File: src/rtl/ex_muldiv_if.sv
// EX-stage handshake and result bus for the iterative multiply/divide unit.
// master = EX stage / pipeline control, slave = ex_muldiv.
interface ex_muldiv_if;
    logic        EX_start;
    logic [1:0]  EX_op;
    logic [31:0] EX_rdata1;
    logic [31:0] EX_rdata2;
    logic        flush;
    logic        stall;
    logic        busy;
    logic        done;
    logic [31:0] HI;
    logic [31:0] LO;
    logic        div_by_zero;

    modport master (
        output EX_start, EX_op, EX_rdata1, EX_rdata2, flush,
        input  stall, busy, done, HI, LO, div_by_zero
    );

    modport slave (
        input  EX_start, EX_op, EX_rdata1, EX_rdata2, flush,
        output stall, busy, done, HI, LO, div_by_zero
    );
endinterface

File: src/rtl/ex_muldiv.sv
// Iterative MULT/MULTU/DIV/DIVU: 34-edge latency (2 for divide-by-zero), pipeline stalled while busy.
// Divider datapath present only when MULDIV_DIV_EN is defined; otherwise ops 1x return zeros in 2 edges.
module ex_muldiv (
    input  logic         clk,
    input  logic         rst,
    ex_muldiv_if.slave   bus
);
    typedef enum logic [2:0] {IDLE, MUL, DIV, FIX, DONE} state_t;

    state_t      state;
    logic [4:0]  cnt;
    logic [63:0] acc;
    logic [31:0] opb;
    logic [1:0]  op;
    logic        sgn1;
    logic        sgn2;
    logic        dz;
    logic [31:0] hi_q;
    logic [31:0] lo_q;
    logic        done_q;
    logic        dz_q;

    logic        is_signed;
    logic [31:0] a_mag;
    logic [31:0] b_mag;
    logic [32:0] mul_sum;
    logic [63:0] fix_res;

    assign is_signed = ~bus.EX_op[0];
    assign a_mag     = (is_signed && bus.EX_rdata1[31]) ? -bus.EX_rdata1 : bus.EX_rdata1;
    assign b_mag     = (is_signed && bus.EX_rdata2[31]) ? -bus.EX_rdata2 : bus.EX_rdata2;

    // acc = {partial product, remaining multiplier bits}; add then shift right.
    assign mul_sum = {1'b0, acc[63:32]} + (acc[0] ? {1'b0, opb} : 33'd0);

`ifdef MULDIV_DIV_EN
    // acc = {partial remainder, dividend bits shifting into quotient}.
    logic [32:0] div_part;
    logic [32:0] div_diff;
    logic        div_ge;
    assign div_part = {acc[63:32], acc[31]};
    assign div_diff = div_part - {1'b0, opb};
    assign div_ge   = (div_part >= {1'b0, opb});
`endif

    always_comb begin
        fix_res = acc;
        if (!dz) begin
            case (op)
                2'b00: if (sgn1 ^ sgn2) fix_res = -acc;
`ifdef MULDIV_DIV_EN
                2'b10: begin
                    if (sgn1 ^ sgn2) fix_res[31:0]  = -acc[31:0];
                    if (sgn1)        fix_res[63:32] = -acc[63:32];
                end
`endif
                default: fix_res = acc;
            endcase
        end
    end

    always_ff @(posedge clk or negedge rst) begin
        if (!rst) begin
            state  <= IDLE;
            cnt    <= 5'd0;
            acc    <= 64'd0;
            opb    <= 32'd0;
            op     <= 2'b00;
            sgn1   <= 1'b0;
            sgn2   <= 1'b0;
            dz     <= 1'b0;
            hi_q   <= 32'd0;
            lo_q   <= 32'd0;
            done_q <= 1'b0;
            dz_q   <= 1'b0;
        end else begin
            done_q <= 1'b0;
            dz_q   <= 1'b0;
            if (bus.flush) begin
                state <= IDLE;
            end else begin
                case (state)
                    IDLE: if (bus.EX_start) begin
                        op   <= bus.EX_op;
                        cnt  <= 5'd31;
                        sgn1 <= is_signed & bus.EX_rdata1[31];
                        sgn2 <= is_signed & bus.EX_rdata2[31];
                        dz   <= 1'b0;
                        if (!bus.EX_op[1]) begin
                            acc   <= {32'd0, b_mag};
                            opb   <= a_mag;
                            state <= MUL;
                        end else begin
`ifdef MULDIV_DIV_EN
                            if (bus.EX_rdata2 == 32'd0) begin
                                acc   <= {bus.EX_rdata1, 32'hFFFF_FFFF};
                                dz    <= 1'b1;
                                state <= FIX;
                            end else begin
                                acc   <= {32'd0, a_mag};
                                opb   <= b_mag;
                                state <= DIV;
                            end
`else
                            acc   <= 64'd0;
                            opb   <= 32'd0;
                            state <= FIX;
`endif
                        end
                    end
                    MUL: begin
                        acc <= {mul_sum, acc[31:1]};
                        cnt <= cnt - 5'd1;
                        if (cnt == 5'd0) state <= FIX;
                    end
`ifdef MULDIV_DIV_EN
                    DIV: begin
                        acc <= div_ge ? {div_diff[31:0], acc[30:0], 1'b1}
                                      : {div_part[31:0], acc[30:0], 1'b0};
                        cnt <= cnt - 5'd1;
                        if (cnt == 5'd0) state <= FIX;
                    end
`endif
                    FIX: begin
                        hi_q   <= fix_res[63:32];
                        lo_q   <= fix_res[31:0];
                        done_q <= 1'b1;
                        dz_q   <= dz;
                        state  <= DONE;
                    end
                    DONE:    state <= IDLE;
                    default: state <= IDLE;
                endcase
            end
        end
    end

    // Stall is gated by reset so the pipeline is released immediately on reset assertion.
    assign bus.stall = rst && ((state == MUL) || (state == DIV) || (state == FIX) ||
                               ((state == IDLE) && bus.EX_start));
    assign bus.busy        = (state != IDLE);
    assign bus.done        = done_q;
    assign bus.HI          = hi_q;
    assign bus.LO          = lo_q;
    assign bus.div_by_zero = dz_q;
endmodule

File: src/flat_wrapper.sv
// flat-port wrapper written by rule: the top's interface ports become plain ports
module ex_muldiv_flat 
  (clk, rst, bus_EX_start, bus_EX_op, bus_EX_rdata1, bus_EX_rdata2, bus_flush, bus_stall, bus_busy, bus_done, bus_HI, bus_LO, bus_div_by_zero);
  ex_muldiv_if bus_i ();
  input  logic clk;
  input  logic rst;
  input wire logic [$bits(bus_i.EX_start)-1:0] bus_EX_start;
  input wire logic [$bits(bus_i.EX_op)-1:0] bus_EX_op;
  input wire logic [$bits(bus_i.EX_rdata1)-1:0] bus_EX_rdata1;
  input wire logic [$bits(bus_i.EX_rdata2)-1:0] bus_EX_rdata2;
  input wire logic [$bits(bus_i.flush)-1:0] bus_flush;
  output wire logic [$bits(bus_i.stall)-1:0] bus_stall;
  output wire logic [$bits(bus_i.busy)-1:0] bus_busy;
  output wire logic [$bits(bus_i.done)-1:0] bus_done;
  output wire logic [$bits(bus_i.HI)-1:0] bus_HI;
  output wire logic [$bits(bus_i.LO)-1:0] bus_LO;
  output wire logic [$bits(bus_i.div_by_zero)-1:0] bus_div_by_zero;
  assign bus_i.EX_start = bus_EX_start;
  assign bus_i.EX_op = bus_EX_op;
  assign bus_i.EX_rdata1 = bus_EX_rdata1;
  assign bus_i.EX_rdata2 = bus_EX_rdata2;
  assign bus_i.flush = bus_flush;
  assign bus_stall = bus_i.stall;
  assign bus_busy = bus_i.busy;
  assign bus_done = bus_i.done;
  assign bus_HI = bus_i.HI;
  assign bus_LO = bus_i.LO;
  assign bus_div_by_zero = bus_i.div_by_zero;
  ex_muldiv u_core (.clk(clk), .rst(rst), .bus(bus_i));
endmodule
File: config.mk
export PLATFORM = sky130hd
export DESIGN_NAME = ex_muldiv_flat
export DESIGN_NICKNAME = d
export VERILOG_FILES = /design/src/rtl/ex_muldiv_if.sv /design/src/rtl/ex_muldiv.sv /design/src/flat_wrapper.sv
export SDC_FILE = /design/constraint.sdc
export NUM_CORES = 1
export LEC_CHECK = 0
export BUFFER_PORTS_ARGS = -buffer_cell sky130_fd_sc_hd__buf_2
export CAP_MARGIN = 20
export CORE_UTILIZATION = 45
export DETAILED_ROUTE_END_ITERATION = 8
export PLACE_DENSITY = 0.64
export SETUP_SLACK_MARGIN = 0.4
export SYNTH_ARGS = -nofsm -noshare
export SYNTH_HDL_FRONTEND = slang
export SYNTH_SLANG_ARGS = --single-unit
File: constraint.sdc
create_clock -name clk -period 4.2 [get_ports clk]
set_clock_uncertainty 0.15 [all_clocks]
set_input_delay 0.42 -clock clk [delete_from_list [all_inputs] [get_ports clk]]
set_output_delay 0.42 -clock clk [all_outputs]
set_load 0.01 [all_outputs]
# Yosys cells after proc, flatten, opt, wreduce, memory -nomap -nowiden

Cells that the tools add are included.

Add/subtract/negate cells: 5
Equality and inequality tests: 6
Multiplexer cells: 18
Bitwise operators: 5
Reduce and logical (&&, ||, !) cells: 16

Operator list:

| operator              | number |
|---|---|
| $mux W64              | 3 |
| $mux W32              | 5 |
| $pmux W64 S2          | 1 |
| $neg A32 Y32          | 2 |
| $neg A64 Y64          | 1 |
| $add A32 B33 Y33      | 1 |
| $pmux W5 S2           | 1 |
| $mux W3               | 3 |
| $pmux W3 S3           | 1 |
| $eq A3 B2 Y1 const B  | 2 |
| $reduce_and A3 Y1     | 2 |
| $logic_not A5 Y1      | 1 |
| $mux W5               | 1 |
| $sub A5 B1 Y5 const B | 1 |
| $logic_and A1 B1 Y1   | 4 |
| $reduce_and A2 Y1     | 2 |
| $eq A3 B1 Y1 const B  | 1 |
| $logic_not A3 Y1      | 1 |
| $logic_or A1 B1 Y1    | 3 |
| $ne A3 B2 Y1 const B  | 1 |
| $ne A3 B3 Y1 const B  | 1 |
| $reduce_bool A3 Y1    | 1 |
| $and A1 B1 Y1         | 2 |
| $logic_not A2 Y1      | 1 |
| 6 further kinds       | 8 |

Register bits after elaboration: 173
Bits of input ports: 70
Word-level logic and storage cells: 60

# Logic depth before layout (Yosys ltp)

Word-level depth: 6
Depth in mapped cells: 13
Gate-level depth less buffers: 12

# Worst setup path before layout

Ideal clock, no wire load.

Path kind: reg2reg
From: register u_core.acc[0]
To: register u_core.acc[61]
Library setup time: 0.082 ns
Data arrival time: 2.914 ns
Path slack: 1.054 ns
Cell stages (with the launch flop): 14
Clock period less this slack: 3.146 ns
Cells stage by stage: dfrtp_1 -> clkbuf_1 -> and2_1 -> ha_1 -> inv_1 -> fa_1 -> nand2b_1 -> a21o_1 -> a21oi_1 -> a21oi_1 -> o21ai_0 -> a31oi_1 -> or3_1 -> a31oi_1

Cells in the longest elaborated chain, start to end: 3

Ends and longest elaborated chain:

| what                   | line             | source |
|---|---|---|
| start, declared        | ex_muldiv.sv:12  | `logic [63:0] acc;` |
| start signal, assigned | ex_muldiv.sv:90  | `acc <= {32'd0, b_mag};` |
| start signal, assigned | ex_muldiv.sv:112 | `acc <= {mul_sum, acc[31:1]};` |
| $mux W32               | ex_muldiv.sv:34  | `assign mul_sum = {1'b0, acc[63:32]} + (acc[0] ? {1'b0, opb} : 33'd0);` |
| $add A32 B33 Y33       | ex_muldiv.sv:34  |  |
| $pmux W64 S2           | ex_muldiv.sv:82  | `case (state)` |

No other way between the ends.
A chain may end at the register's enable or synchronous reset.

# Final worst setup path

Same ends and word-level chain as after synthesis.

==> flow_summary.json <==
{
  "dp_slack_ns": 0.7672,
  "rows": 56,
  "htreeDepth": 4,
  "hpwl_mm": 21.06,
  "worst_pin_slew_ns": 0.8912,
  "start_util": 0.4640,
  "drv_slew": 0,
  "drt_drc_violations_left": 0,
  "wl_met3_mm": 1.347,
  "track_usage": 0.2314,
  "via_per_inst": 5.490,
  "status": "finished clean",
  "clk_pin_slew_worst_paths_ns": 0.07,
  "synth_top_area_share": 0.3940,
  "clkSinkCount": 173,
  "vias": 9399,
  "clockBufferDepth": 2,
  "grt_max_degree": 113,
  "synth_cells": 1276,
  "grt_setup_unrepaired": "no",
  "die_h_um": 158.3,
  "endpoint_kind": "flop",
  "grt_pass1_vias": 8498,
  "core_area_mm2": 0.02368,
  "synth_cell_types": 64,
  "cts_tree": "yes",
  "peakVddDrop_uv": 210.3,
  "worstPathMaxFanout": 19,
  "syn2layout_area_growth_pct": 14.27,
  "fp.dieW_um": 158.3,
  "cts_buffers": 17,
  "yosysSeqAreaShare": 0.3940,
  "fin_nets": 1487,
  "drt_iter0_drc": 702,
  "ys_top_cells_by_count": "dfrtp_1, a21oi_1, nor2_1, o21ai_0, nand2_1",
  "yosys-top-cells-area": "dfrtp_1, a21oi_1, xnor2_1",
  "antenna_found_initial": 0,
  "met2_length_mm": 12.14,
  "ant_nets": 0,
  "max_freq_mhz": 288.0,
  "p_total_w": 0.005498,
  "port_buffers": 136,
  "drive_gt1_frac": 0.1580,
  "fin_util": 0.5302,
  "highest_layer": "met4",
  "drtPass1Iterations": 5,
  "powerDensity_mw_per_mm2": 437.9,
  "slew-limit-headroom": 0.4059,
  "wirelength_mm": 28.04,
  "nFillCells": 2294,
  "placedInstanceArea_mm2": 0.01195,
  "syn-cell-area_mm2": 0.01099,
  "finalSetupTns_ns": 0,
  "arrival_ns": 3.68,
  "syn_avg_cell_area_um2": 8.611,
  "dieArea_mm2": 0.02505,
  "overflow": 0,
  "yosysWarningCount": 0,
  "cts_setup_buffers": 0,
  "setup_slack_ns": 0.7283,
  "clkLatencyLatePin_ns": 0.44,
  "fin_area_mm2": 0.01256,
  "wl_met1_mm": 14.30,
  "synth.net_count": 1384,
  "min_period_ns": 3.472,
  "crit_required_ns": 4.41,
  "ios": 138,
  "synth_flop_cell": "dfrtp_1",
  "setup_viol": 0,
  "worstHoldPathType": "in2reg",
  "min_period_over_period": 0.8266,
  "ys_ff_latch": 173,
  "drv_cap": 0,
  "cp-start-kind": "flop",
  "power_leakage_nw": 5.512,
  "yosysTopAreaCell": "dfrtp_1",
  "finalWeightedCongestion": 0.9028,
  "post-synth-top-count-cell": "dfrtp_1",
  "grt_pass1_wl_mm": 44.97,
  "synth_edf_count": 0,
  "synthArstFlopShare": 1.000,
  "final_hold_viol_count": 0,
  "ctsRootBufferMaster": "clkbuf_16",
  "critPathKind": "reg2reg",
  "wl_per_cell_um": 16.38
}
[routing by layer]
metal,GRT usage,vias to the layer above
met2,0.3419,253
met3,0.03375,20
met1,0.3508,4399
met5,0,-
li1,-,4727
met4,0.05907,0
[registers in the layout, indices dropped and copies added, names as in the netlist]
name / count
u_core.sgn1: 1
u_core.cnt: 5
u_core.opb: 32
u_core.bus.LO: 32
u_core.op: 2
u_core.state: 3
u_core.bus.done: 1
u_core.bus.HI: 32
u_core.sgn2: 1
u_core.acc: 64
[worst max-delay path, cell delays in order, from the launching register on]
cell and delay, ns:
dfrtp_1 0.33, buf_4 0.20, and2_1 0.17, ha_1 0.16, inv_1 0.05, fa_1 0.38
nand2b_1 0.19, a21o_1 0.18, a21oi_1 0.36, a21oi_1 0.19, o21ai_0 0.38, a31oi_1 0.17
or3_1 0.32, a31oi_1 0.16
[cell families (layout without fill, tap and decap cells)]
group	after synthesis	count (layout)	synth area share
fa+ha+maj	38	38	0.04395
mux	3	3	0.003074
other cells	1	2	0.0003413
simple gates	431	431	0.1998
flops	173	173	0.3940
xor+xnor	150	150	0.1196
compound gates	395	395	0.2099
buf+inv	85	201	0.02938
[power breakdown]
part           total [W]  switching [W]  internal, W  leakage [nW]
clock            0.00156       0.000752     0.000807         0.281
combinational    0.00161       0.000932     0.000677          3.00
sequential       0.00233       0.000314      0.00202          2.23
[layout by cell type, fill, tap and decap left out, types with 5 or more instances in the layout]
master     instances
o41ai_1            5
o31ai_1           26
dfrtp_1          173
a31oi_1           13
nand2b_1           9
clkbuf_16         17
nor4_1             9
ha_1              37
nand3_2            5
or3_1             15
and3_1             7
o21ai_0          124
nand4_1            8
nand2_1          112
a21o_1            17
nand3_1           12
nor3_1            28
o211ai_1           6
xnor2_1           78
and2_1            38
a21oi_1          144
xor2_1            72
nor2b_1            7
or4_1              5
buf_2            135
inv_1             19
buf_4             12
a22oi_1           32
nor2_1           141
[metrics by stage]
stage | hold WS [ns] | instances
finish | 0.08622 | 1712
global route | 0.1096 | 1711
CTS | 0.07267 | 1710
detailed placement | 0.2942 | 1677
global placement | 0.2906 | 1677
floorplan | -0.02559 | 1276
[path summary, 6_finish.rpt]
check	cells past startpoint	to	slack (ns)	start
max	13	u_core.acc[61]	0.73	u_core.acc[0]
min	3	u_core.opb[31]	0.09	bus_EX_rdata1[31]
max reg2reg	13	u_core.acc[61]	0.73	u_core.acc[0]
min reg2reg	2	u_core.opb[29]	0.33	u_core.opb[29]
max in group asynchronous	3	u_core.bus.LO[22]	2.55	rst
min in group asynchronous	2	u_core.opb[8]	0.36	rst
[layout make-up]
class | instances | area [µm²] | share of cell area
multi-input cells | 1018 | 6362 | 0.5067
diodes | 1 | 2.502 | 0.0001993
repair buffers | 150 | 807.0 | 0.06427
well taps | 319 | 399.1 | 0.03179
inverters | 19 | 71.32 | 0.005680
clock inverters | 14 | 145.1 | 0.01156
flip-flops and latches | 173 | 4329 | 0.3448
clock buffers | 18 | 439.2 | 0.03498
[repair_timing]
action,CTS,global route
hold endpoints to repair,61,0
gates resized for setup,0,0
setup endpoints to repair,0,0
hold buffers,1,0
Power figures use the tool's default switching activity.
